--- config.mk ---
export PLATFORM = sky130hd
export DESIGN_NAME = multicycle_ctrl
export DESIGN_NICKNAME = d
export VERILOG_FILES = /design/src/rtl/multicycle_ctrl_pkg.sv /design/src/rtl/mem_wait_timer.sv /design/src/rtl/multicycle_ctrl.sv
export SDC_FILE = /design/constraint.sdc
export NUM_CORES = 1
export LEC_CHECK = 0
export ABC_AREA = 0
export CORE_MARGIN = 1
export CORE_UTILIZATION = 48
export CTS_CLUSTER_SIZE = 25
export DETAILED_ROUTE_END_ITERATION = 7
export PLACE_DENSITY = 0.85
export REMOVE_ABC_BUFFERS = 1
export SETUP_SLACK_MARGIN = 0.4
export SLEW_MARGIN = 20
export SYNTH_ARGS = -nofsm -noshare
export SYNTH_HDL_FRONTEND = slang
export SYNTH_SLANG_ARGS = --single-unit
--- constraint.sdc ---
create_clock -name clk -period 4.3 [get_ports clk]
set_input_delay 0.645 -clock clk [delete_from_list [all_inputs] [get_ports clk]]
set_output_delay 0.645 -clock clk [all_outputs]
set_load 0.03 [all_outputs]
--- src/rtl/multicycle_ctrl_pkg.sv ---
// Shared encodings for the multicycle controller, datapath and ALU control decoder:
// FSM state codes, opcodes, mux-select encodings and the control-word struct.
package multicycle_ctrl_pkg;

  typedef enum logic [3:0] {
    S_FETCH    = 4'd0,
    S_DECODE   = 4'd1,
    S_MEM_ADDR = 4'd2,
    S_MEM_RD   = 4'd3,
    S_MEM_WB   = 4'd4,
    S_MEM_WR   = 4'd5,
    S_R_EXE    = 4'd6,
    S_R_WB     = 4'd7,
    S_ADDI_EXE = 4'd8,
    S_ADDI_WB  = 4'd9,
    S_BRANCH   = 4'd10,
    S_JUMP     = 4'd11,
    S_HALT     = 4'd12
  } state_t;

  localparam logic [5:0] OP_R    = 6'b000000;
  localparam logic [5:0] OP_LW   = 6'b100011;
  localparam logic [5:0] OP_SW   = 6'b101011;
  localparam logic [5:0] OP_BEQ  = 6'b000100;
  localparam logic [5:0] OP_J    = 6'b000010;
  localparam logic [5:0] OP_ADDI = 6'b001000;

  typedef enum logic [1:0] {
    ALU_ADD   = 2'b00,
    ALU_SUB   = 2'b01,
    ALU_FUNCT = 2'b10
  } alu_op_t;

  typedef enum logic [1:0] {
    SRCB_REGB    = 2'b00,
    SRCB_FOUR    = 2'b01,
    SRCB_IMM     = 2'b10,
    SRCB_IMM_SHL = 2'b11
  } alu_src_b_t;

  typedef enum logic [1:0] {
    PCSRC_ALU    = 2'b00,
    PCSRC_ALUOUT = 2'b01,
    PCSRC_JUMP   = 2'b10
  } pc_source_t;

  typedef struct packed {
    logic       pc_en;
    logic       iord;
    logic       mem_read;
    logic       mem_write;
    logic       ir_write;
    logic       reg_write;
    logic       reg_dst;
    logic       mem_to_reg;
    logic       alu_src_a;
    alu_src_b_t alu_src_b;
    alu_op_t    alu_op;
    pc_source_t pc_source;
    logic       error;
  } ctrl_t;

  // States that talk to memory and therefore wait on mem_ready.
  function automatic logic is_mem_state(input state_t s);
    return (s == S_FETCH) || (s == S_MEM_RD) || (s == S_MEM_WR);
  endfunction

endpackage

--- src/rtl/mem_wait_timer.sv ---
// Counts consecutive mem_ready-low cycles in a memory state and flags a timeout
// on the cycle the count would reach WAIT_MAX with memory still not ready.
module mem_wait_timer #(
  parameter int WAIT_MAX = 15
) (
  input  logic clk,
  input  logic rst_n,
  input  logic i_active,
  input  logic i_ready,
  output logic o_timeout
);

  localparam int            CW   = (WAIT_MAX > 1) ? $clog2(WAIT_MAX) : 1;
  localparam logic [CW-1:0] LAST = CW'(WAIT_MAX - 1);

  logic [CW-1:0] r_count;

  // Outside a memory state, or once an access completes, the count is parked at
  // zero, so every entry into FETCH/MEM_RD/MEM_WR starts from a clean count.
  always_ff @(posedge clk or negedge rst_n) begin
    // NOTE: sequential state uses non-blocking assignments so every flop samples
    // pre-edge values regardless of block ordering.
    if (!rst_n) begin
      r_count <= '0;
    end else if (!i_active || i_ready || o_timeout) begin
      r_count <= '0;
    end else begin
      r_count <= r_count + CW'(1);
    end
  end

  assign o_timeout = i_active && !i_ready && (r_count == LAST);

endmodule

--- src/rtl/multicycle_ctrl.sv ---
// Multicycle MIPS-subset control FSM: decodes the registered state into datapath
// strobes and selects, with a memory-wait watchdog that traps into HALT.
module multicycle_ctrl
  import multicycle_ctrl_pkg::*;
#(
  parameter int WAIT_MAX = 15
) (
  input  logic       clk,
  input  logic       rst_n,
  input  logic [5:0] opcode,
  input  logic       zero,
  input  logic       mem_ready,
  output logic       pc_en,
  output logic       iord,
  output logic       mem_read,
  output logic       mem_write,
  output logic       ir_write,
  output logic       reg_write,
  output logic       reg_dst,
  output logic       mem_to_reg,
  output logic       alu_src_a,
  output logic [1:0] alu_src_b,
  output logic [1:0] alu_op,
  output logic [1:0] pc_source,
  output logic [3:0] state,
  output logic       error
);

  state_t r_state;
  state_t w_next;
  ctrl_t  w_ctrl;
  logic   w_mem_active;
  logic   w_timeout;

  assign w_mem_active = is_mem_state(r_state);

  mem_wait_timer #(
    .WAIT_MAX (WAIT_MAX)
  ) u_mem_wait_timer (
    .clk       (clk),
    .rst_n     (rst_n),
    .i_active  (w_mem_active),
    .i_ready   (mem_ready),
    .o_timeout (w_timeout)
  );

  always_ff @(posedge clk or negedge rst_n) begin
    if (!rst_n) begin
      r_state <= S_FETCH;
    end else begin
      r_state <= w_next;
    end
  end

  always_comb begin
    // NOTE: defaults first so every path assigns every signal; no latches inferred.
    w_next = r_state;
    w_ctrl = '0;
    case (r_state)
      S_FETCH: begin
        w_ctrl.mem_read  = 1'b1;
        w_ctrl.alu_src_b = SRCB_FOUR;
        w_ctrl.ir_write  = mem_ready;
        w_ctrl.pc_en     = mem_ready;
        if (mem_ready)      w_next = S_DECODE;
        else if (w_timeout) w_next = S_HALT;
      end
      S_DECODE: begin
        w_ctrl.alu_src_b = SRCB_IMM_SHL;
        case (opcode)
          OP_LW, OP_SW: w_next = S_MEM_ADDR;
          OP_R:         w_next = S_R_EXE;
          OP_ADDI:      w_next = S_ADDI_EXE;
          OP_BEQ:       w_next = S_BRANCH;
          OP_J:         w_next = S_JUMP;
          default:      w_next = S_HALT;
        endcase
      end
      S_MEM_ADDR: begin
        w_ctrl.alu_src_a = 1'b1;
        w_ctrl.alu_src_b = SRCB_IMM;
        if (opcode == OP_LW)      w_next = S_MEM_RD;
        else if (opcode == OP_SW) w_next = S_MEM_WR;
        else                      w_next = S_HALT;
      end
      S_MEM_RD: begin
        w_ctrl.mem_read = 1'b1;
        w_ctrl.iord     = 1'b1;
        if (mem_ready)      w_next = S_MEM_WB;
        else if (w_timeout) w_next = S_HALT;
      end
      S_MEM_WB: begin
        w_ctrl.reg_write  = 1'b1;
        w_ctrl.mem_to_reg = 1'b1;
        w_next            = S_FETCH;
      end
      S_MEM_WR: begin
        w_ctrl.mem_write = 1'b1;
        w_ctrl.iord      = 1'b1;
        if (mem_ready)      w_next = S_FETCH;
        else if (w_timeout) w_next = S_HALT;
      end
      S_R_EXE: begin
        w_ctrl.alu_src_a = 1'b1;
        w_ctrl.alu_src_b = SRCB_REGB;
        w_ctrl.alu_op    = ALU_FUNCT;
        w_next           = S_R_WB;
      end
      S_R_WB: begin
        w_ctrl.reg_write = 1'b1;
        w_ctrl.reg_dst   = 1'b1;
        w_next           = S_FETCH;
      end
      S_ADDI_EXE: begin
        w_ctrl.alu_src_a = 1'b1;
        w_ctrl.alu_src_b = SRCB_IMM;
        w_next           = S_ADDI_WB;
      end
      S_ADDI_WB: begin
        w_ctrl.reg_write = 1'b1;
        w_next           = S_FETCH;
      end
      S_BRANCH: begin
        w_ctrl.alu_src_a = 1'b1;
        w_ctrl.alu_src_b = SRCB_REGB;
        w_ctrl.alu_op    = ALU_SUB;
        w_ctrl.pc_source = PCSRC_ALUOUT;
        w_ctrl.pc_en     = zero;
        w_next           = S_FETCH;
      end
      S_JUMP: begin
        w_ctrl.pc_source = PCSRC_JUMP;
        w_ctrl.pc_en     = 1'b1;
        w_next           = S_FETCH;
      end
      S_HALT: begin
        w_ctrl.error = 1'b1;
      end
      default: begin
        w_next = S_HALT;
      end
    endcase
  end

  // Reset parks the FSM in FETCH, whose pc_en/ir_write follow mem_ready; gating
  // them with rst_n keeps the PC and IR untouched while reset is held.
  assign pc_en      = w_ctrl.pc_en & rst_n;
  assign ir_write   = w_ctrl.ir_write & rst_n;
  assign iord       = w_ctrl.iord;
  assign mem_read   = w_ctrl.mem_read;
  assign mem_write  = w_ctrl.mem_write;
  assign reg_write  = w_ctrl.reg_write;
  assign reg_dst    = w_ctrl.reg_dst;
  assign mem_to_reg = w_ctrl.mem_to_reg;
  assign alu_src_a  = w_ctrl.alu_src_a;
  assign alu_src_b  = w_ctrl.alu_src_b;
  assign alu_op     = w_ctrl.alu_op;
  assign pc_source  = w_ctrl.pc_source;
  assign error      = w_ctrl.error;
  assign state      = r_state;

endmodule
# Word-level counts from Yosys, hierarchy flattened

Cells that the tools add are included.

$add $sub $neg: 1
Bitwise operators: 2
Multiplexer cells: 22
Reductions and logical operators: 17
Equal/unequal tests: 18

Operators by type and width:

| operator              | count |
|---|---|
| $pmux W4 S9           | 1 |
| $mux W4               | 7 |
| $eq A4 B4 Y1 const B  | 6 |
| $pmux W4 S5           | 1 |
| $eq A4 B3 Y1 const B  | 4 |
| $eq A6 B6 Y1 const B  | 2 |
| $mux W1               | 9 |
| $eq A4 B2 Y1 const B  | 2 |
| $pmux W2 S2           | 2 |
| $reduce_or A2 Y1      | 4 |
| $eq A6 B2 Y1 const B  | 1 |
| $eq A6 B3 Y1 const B  | 1 |
| $eq A6 B4 Y1 const B  | 1 |
| $logic_not A6 Y1      | 1 |
| $pmux W2 S3           | 1 |
| $reduce_or A5 Y1      | 1 |
| $add A4 B1 Y4 const B | 1 |
| $eq A4 B1 Y1 const B  | 1 |
| $logic_not A4 Y1      | 1 |
| $logic_or A1 B1 Y1    | 4 |
| $reduce_or A4 Y1      | 1 |
| $pmux W1 S3           | 1 |
| $reduce_or A3 Y1      | 1 |
| $and A1 B1 Y1         | 2 |
| 2 further kinds       | 4 |

Bits in registers: 8
Word-level logic and storage cells: 62
Output and inout bits: 20
Input bits: 10

# Longest topological paths before layout

Depth after elaboration: 8
Gate-level depth with buffers: 6
Mapped depth without buffers: 6

# Cells and area by module

Synthesis repeated with hierarchy kept, for this count alone.

Cells, all modules: 109
Area total of the unflattened synthesis: 792.0 µm²

By module, submodules not included:

| module          | sequential area each (µm²) | instances | area an instance (µm²) | cells an instance |
|---|---|---|---|---|
| multicycle_ctrl | 100.1                      | 1         | 605.6                  | 92 |
| mem_wait_timer  | 100.1                      | 1         | 186.4                  | 17 |

# Worst setup path before layout

No wires, ideal clock.

Kind: register -> output
Start: reg r_state[1], in the netlist state[1]
End: out iord
Data required time: 3.655 ns
Arrival: 1.700 ns
Path slack: 1.955 ns
Buffers on the path: 2
Stages on the path, launching flop included: 5
Cells stage by stage: dfrtp_1 > buf_2 > buf_4 > xnor2_1 > nor3_1

Cells in the longest elaborated chain, start to end: 3
Elaborated cells between the ends (all ways): 4
Those cells by class: 2 x eq/ne; 1 x mux; 1 x reduce/logical

RTL lines:

| item                                         | RTL line              | text |
|---|---|---|
| start, declared                              | multicycle_ctrl.sv:29 | `state_t r_state;` |
| start signal, assigned                       | multicycle_ctrl.sv:51 | `r_state <= w_next;` |
| $eq A4 B2 Y1 or $eq A4 B3 Y1 (tied branches) | multicycle_ctrl.sv:59 | `case (r_state)` |
| $reduce_or A2 Y1 (no line) (*)               | n/a                   |  |
| $mux W1 (*)                                  | multicycle_ctrl.sv:59 |  |
| end, declared                                | multicycle_ctrl.sv:14 | `output logic iord,` |

Mark *: on every way between the ends. The rest lies on a longest branch, timed or not.

# Final worst setup path

Start: reg r_state[2], in the netlist state[2]
End: out reg_write

Cells in the longest elaborated chain, start to end: 3
Elaborated cells between the ends (all ways): 5
Those cells by class: 3 x eq/ne; 1 x mux; 1 x reduce/logical

RTL lines:

| item                                         | RTL line              | text |
|---|---|---|
| $eq A4 B3 Y1 or $eq A4 B4 Y1 (tied branches) | multicycle_ctrl.sv:59 |  |
| $reduce_or A3 Y1 (no line) (*)               | n/a                   |  |
| $mux W1 (*)                                  | multicycle_ctrl.sv:59 |  |
| end, declared                                | multicycle_ctrl.sv:18 | `output logic reg_write,` |

Marked as above.

==> metrics.json <==
{
  "outcome": {"value": "finished, final reports clean"},
  "timing.hold.ws": {"value": 505.0, "unit": "ps"},
  "worstSkewPairLatency": {"value": 250, "unit": "ps"},
  "grt_first_pass_wirelength": {"value": 3808, "unit": "um"},
  "edff_count_synth": {"value": 0},
  "globalRouteMet2Util": {"value": 0.4441},
  "n_fill_cell": {"value": 130},
  "cap_viol_max_count": {"value": 0},
  "end_kind": {"value": "primary output"},
  "layout_common_cells": {"value": "29 x sky130_fd_sc_hd__clkdlybuf4s50_1, 19 x sky130_fd_sc_hd__nor2_1, 8 x sky130_fd_sc_hd__nand2_1, 8 x sky130_fd_sc_hd__dfrtp_1, 6 x sky130_fd_sc_hd__nor3_1"},
  "cp_max_fo": {"value": 20},
  "worstHoldPathType": {"value": "register to register"},
  "avgViaCountPerCell": {"value": 5.906},
  "global_route.peak_usage_layer": {"value": "met2"},
  "groute.layer.met3.usage": {"value": 0.02857},
  "final_antenna_net_count": {"value": 0},
  "post-place-cells": {"value": 156},
  "groute.usage.overall": {"value": 0.2587},
  "avgRoutedWirePerCell": {"value": 13.66, "unit": "um"},
  "category_of_the_most_critical_setup_path": {"value": "register to primary output"},
  "drt_wl_total": {"value": 2172, "unit": "um"},
  "firstDrtPassIters": {"value": 4},
  "hpwl": {"value": 1524, "unit": "um"},
  "htree_num_levels": {"value": 1},
  "proportion_of_layout_cells_with_a_drive_suffix_above_1": {"value": 0.07407},
  "cts.path.max_buffers": {"value": 2},
  "cts_setup_buffers": {"value": 0},
  "hold_wc_startpoint": {"value": "u_mem_wait_timer.r_count[0]"},
  "syn_area": {"value": 863.3, "unit": "um^2"},
  "rows": {"value": 14},
  "floorplan.core_area": {"value": 1594, "unit": "um^2"},
  "tritoncts": {"value": "yes"},
  "synth-seq-cells": {"value": 8},
  "final_common_cell": {"value": "sky130_fd_sc_hd__clkdlybuf4s50_1"},
  "floorplan.die_area": {"value": 1972, "unit": "um^2"},
  "yosys_warnings": {"value": 0},
  "maximum_number_of_pins_on_one_net_before_global_route_repair": {"value": 26},
  "p_leak": {"value": 0.4046, "unit": "nW"},
  "drt-initial-drc-count": {"value": 22},
  "vias_in_the_first_global_route": {"value": 838},
  "final_net_count": {"value": 149},
  "async_flop_share": {"value": 1.000},
  "final_cell_count_without_fillers": {"value": 159},
  "required_time_of_the_worst_setup_path": {"value": 3650, "unit": "ps"},
  "finalSetupViolCount": {"value": 0},
  "syn_inst": {"value": 114},
  "hold_path_depth": {"value": 1},
  "period_share": {"value": 0.7115},
  "start_util": {"value": 0.5416},
  "grt_util_met1": {"value": 0.3350},
  "data_arrival_time_of_the_worst_path": {"value": 2410, "unit": "ps"},
  "worst_slew_pin_slew": {"value": 734.6, "unit": "ps"},
  "post_synth.cell_area_avg": {"value": 7.573, "unit": "um^2"},
  "clock.fmax": {"value": 0.3268, "unit": "GHz"},
  "pin_count": {"value": 30},
  "portBuffers": {"value": 29},
  "setup-tns-final": {"value": 0, "unit": "ps"},
  "post_synth_main_area_contributors": {"value": "sky130_fd_sc_hd__dfrtp_1 23%, sky130_fd_sc_hd__nor2_1 8.3%, sky130_fd_sc_hd__buf_2 4.6%"},
  "postCtsHoldBufs": {"value": 0},
  "power.density": {"value": 136.9, "unit": "nW/um^2"},
  "die_height": {"value": 44.41, "unit": "um"},
  "register_cell_area_after_layout": {"value": 200.2, "unit": "um^2"},
  "area_taken_by_multi_input_logic_gates": {"value": 589.3, "unit": "um^2"},
  "clk_transition_reported_paths": {"value": 50, "unit": "ps"},
  "cts_made_buffers": {"value": 3},
  "finalWorstPathRequiredPeriod": {"value": 3060, "unit": "ps"},
  "yosys.area.top_type": {"value": "sky130_fd_sc_hd__dfrtp_1"},
  "yosysSeqAreaShare": {"value": 0.2319},
  "antenna_cells": {"value": 0},
  "number_of_antenna_violations_at_the_first_check_in_global_routing": {"value": 0},
  "drt_drc_violations_left": {"value": 0},
  "cts_resized": {"value": 0},
  "timing_max_transition_violations_final": {"value": 0},
  "finalClockSkew": {"value": 0.4217, "unit": "ps"},
  "unrepaired_setup_endpoints_after_global_routing": {"value": "false"},
  "placer_congestion_estimate": {"value": 0.8248},
  "hold_path_end": {"value": "u_mem_wait_timer.r_count[0]"},
  "r2r_cells": {"value": 3},
  "final_hold_viol_count": {"value": 0},
  "grt_overflow_total": {"value": 0},
  "timing.critical_path.from_type": {"value": "register"},
  "max-vdd-ir-drop": {"value": 0.1081, "unit": "mV"},
  "reg2reg_from": {"value": "state[1]"},
  "cts_root_buffer": {"value": "sky130_fd_sc_hd__clkbuf_4"},
  "clock_sinks": {"value": 8},
  "max-slew-margin-rel": {"value": 0.5103},
  "ys.flop_type": {"value": "sky130_fd_sc_hd__dfrtp_1"},
  "syn2layout_area_growth": {"value": 32.46, "unit": "%"},
  "chipWidth": {"value": 44.41, "unit": "um"},
  "synth_largest_type_area_fraction": {"value": 0.2319},
  "crit-reg2reg-capture": {"value": "state[1]"},
  "route.vias.total": {"value": 939},
  "synthDistinctLibCells": {"value": 43},
  "r2r_setup_slack": {"value": 2660, "unit": "ps"}
}
[layer usage]
| metal | up-vias | wire length [um] |
|---|---|---|
| li1 | 461 | - |
| met1 | 437 | 937 |
| met2 | 36 | 1111 |
| met3 | 5 | 91 |
| met4 | 0 | 31 |
| met5 | - | 0 |
[cells in the mapped netlist, types with 2 or more instances]
library cell and number:
sky130_fd_sc_hd__o21ai_0 5, sky130_fd_sc_hd__xnor2_1 3, sky130_fd_sc_hd__o211ai_1 3, sky130_fd_sc_hd__dfrtp_1 8
sky130_fd_sc_hd__a31oi_1 4, sky130_fd_sc_hd__nand2b_1 5, sky130_fd_sc_hd__buf_2 8, sky130_fd_sc_hd__nand2_1 8
sky130_fd_sc_hd__and3_1 3, sky130_fd_sc_hd__nor2_1 19, sky130_fd_sc_hd__ha_1 2, sky130_fd_sc_hd__inv_1 2
sky130_fd_sc_hd__buf_4 2, sky130_fd_sc_hd__xor2_1 3, sky130_fd_sc_hd__o221ai_1 2, sky130_fd_sc_hd__nor3_1 6
sky130_fd_sc_hd__a211oi_1 2, sky130_fd_sc_hd__nand4_1 2, sky130_fd_sc_hd__o21ai_1 2, sky130_fd_sc_hd__a21oi_1 2
[where the power goes]
part           internal (mW)  switching, mW  total, mW
clock network         0.0320         0.0261     0.0581
logic                 0.0115         0.0116     0.0231
registers             0.0753              0     0.0753
[cell families (layout without fill, tap and decap cells)]
group | after synthesis | count (layout) | share of synthesized area
and+or+nand+nor | 53 | 53 | 0.3420
adders and majority gates | 2 | 2 | 0.02898
xor gates and xnor gates | 6 | 6 | 0.06088
muxes | 1 | 1 | 0.01304
AOI/OAI and AO/OA | 30 | 30 | 0.2377
DFF | 8 | 8 | 0.2319
buffers and inverters | 14 | 35 | 0.08551
[worst max-delay path, cell delays in order (launching register included)]
cell and delay, ps:
sky130_fd_sc_hd__dfrtp_1 720, sky130_fd_sc_hd__nand2b_1 270, sky130_fd_sc_hd__mux2_2 330, sky130_fd_sc_hd__o22ai_1 130
sky130_fd_sc_hd__clkdlybuf4s50_1 710
[registers in the layout, indices dropped and copies added (netlist names)]
name and count:
state 4, u_mem_wait_timer.r_count 4
[stage by stage]
step | cell area (um^2) | setup slack, ps | total power [mW] | utilization
after floorplan | 800.8 | 1770 | 0.08359 | -
after global placement | 1121 | 1415 | 0.09917 | 0.7033
after detailed placement | 1121 | 1398 | 0.09972 | 0.7033
after CTS | 1144 | 1268 | 0.1568 | 0.7174
after global routing | 1144 | 1123 | 0.1627 | 0.7174
final | 1144 | 1240 | 0.1565 | 0.7174
[worst max path at each step]
stage,start,to,slack [ps],depth (start not counted)
floorplan,state[1],alu_op[0],1770,2
global placement,rst_n,pc_en,1420,3
detailed placement,rst_n,pc_en,1400,3
CTS,state[2],reg_write,1270,4
global route,state[2],reg_write,1120,4
finish,state[2],reg_write,1240,4
[final cells by class]
type	count	share of cell area
timing repair buffer	29	0.2538
sequential	8	0.1751
multi-input combinational	92	0.5153
inverter	3	0.009847
clock buffer	3	0.01969
tap	24	0.02626
No activity file was read; power rests on OpenSTA's default activity.
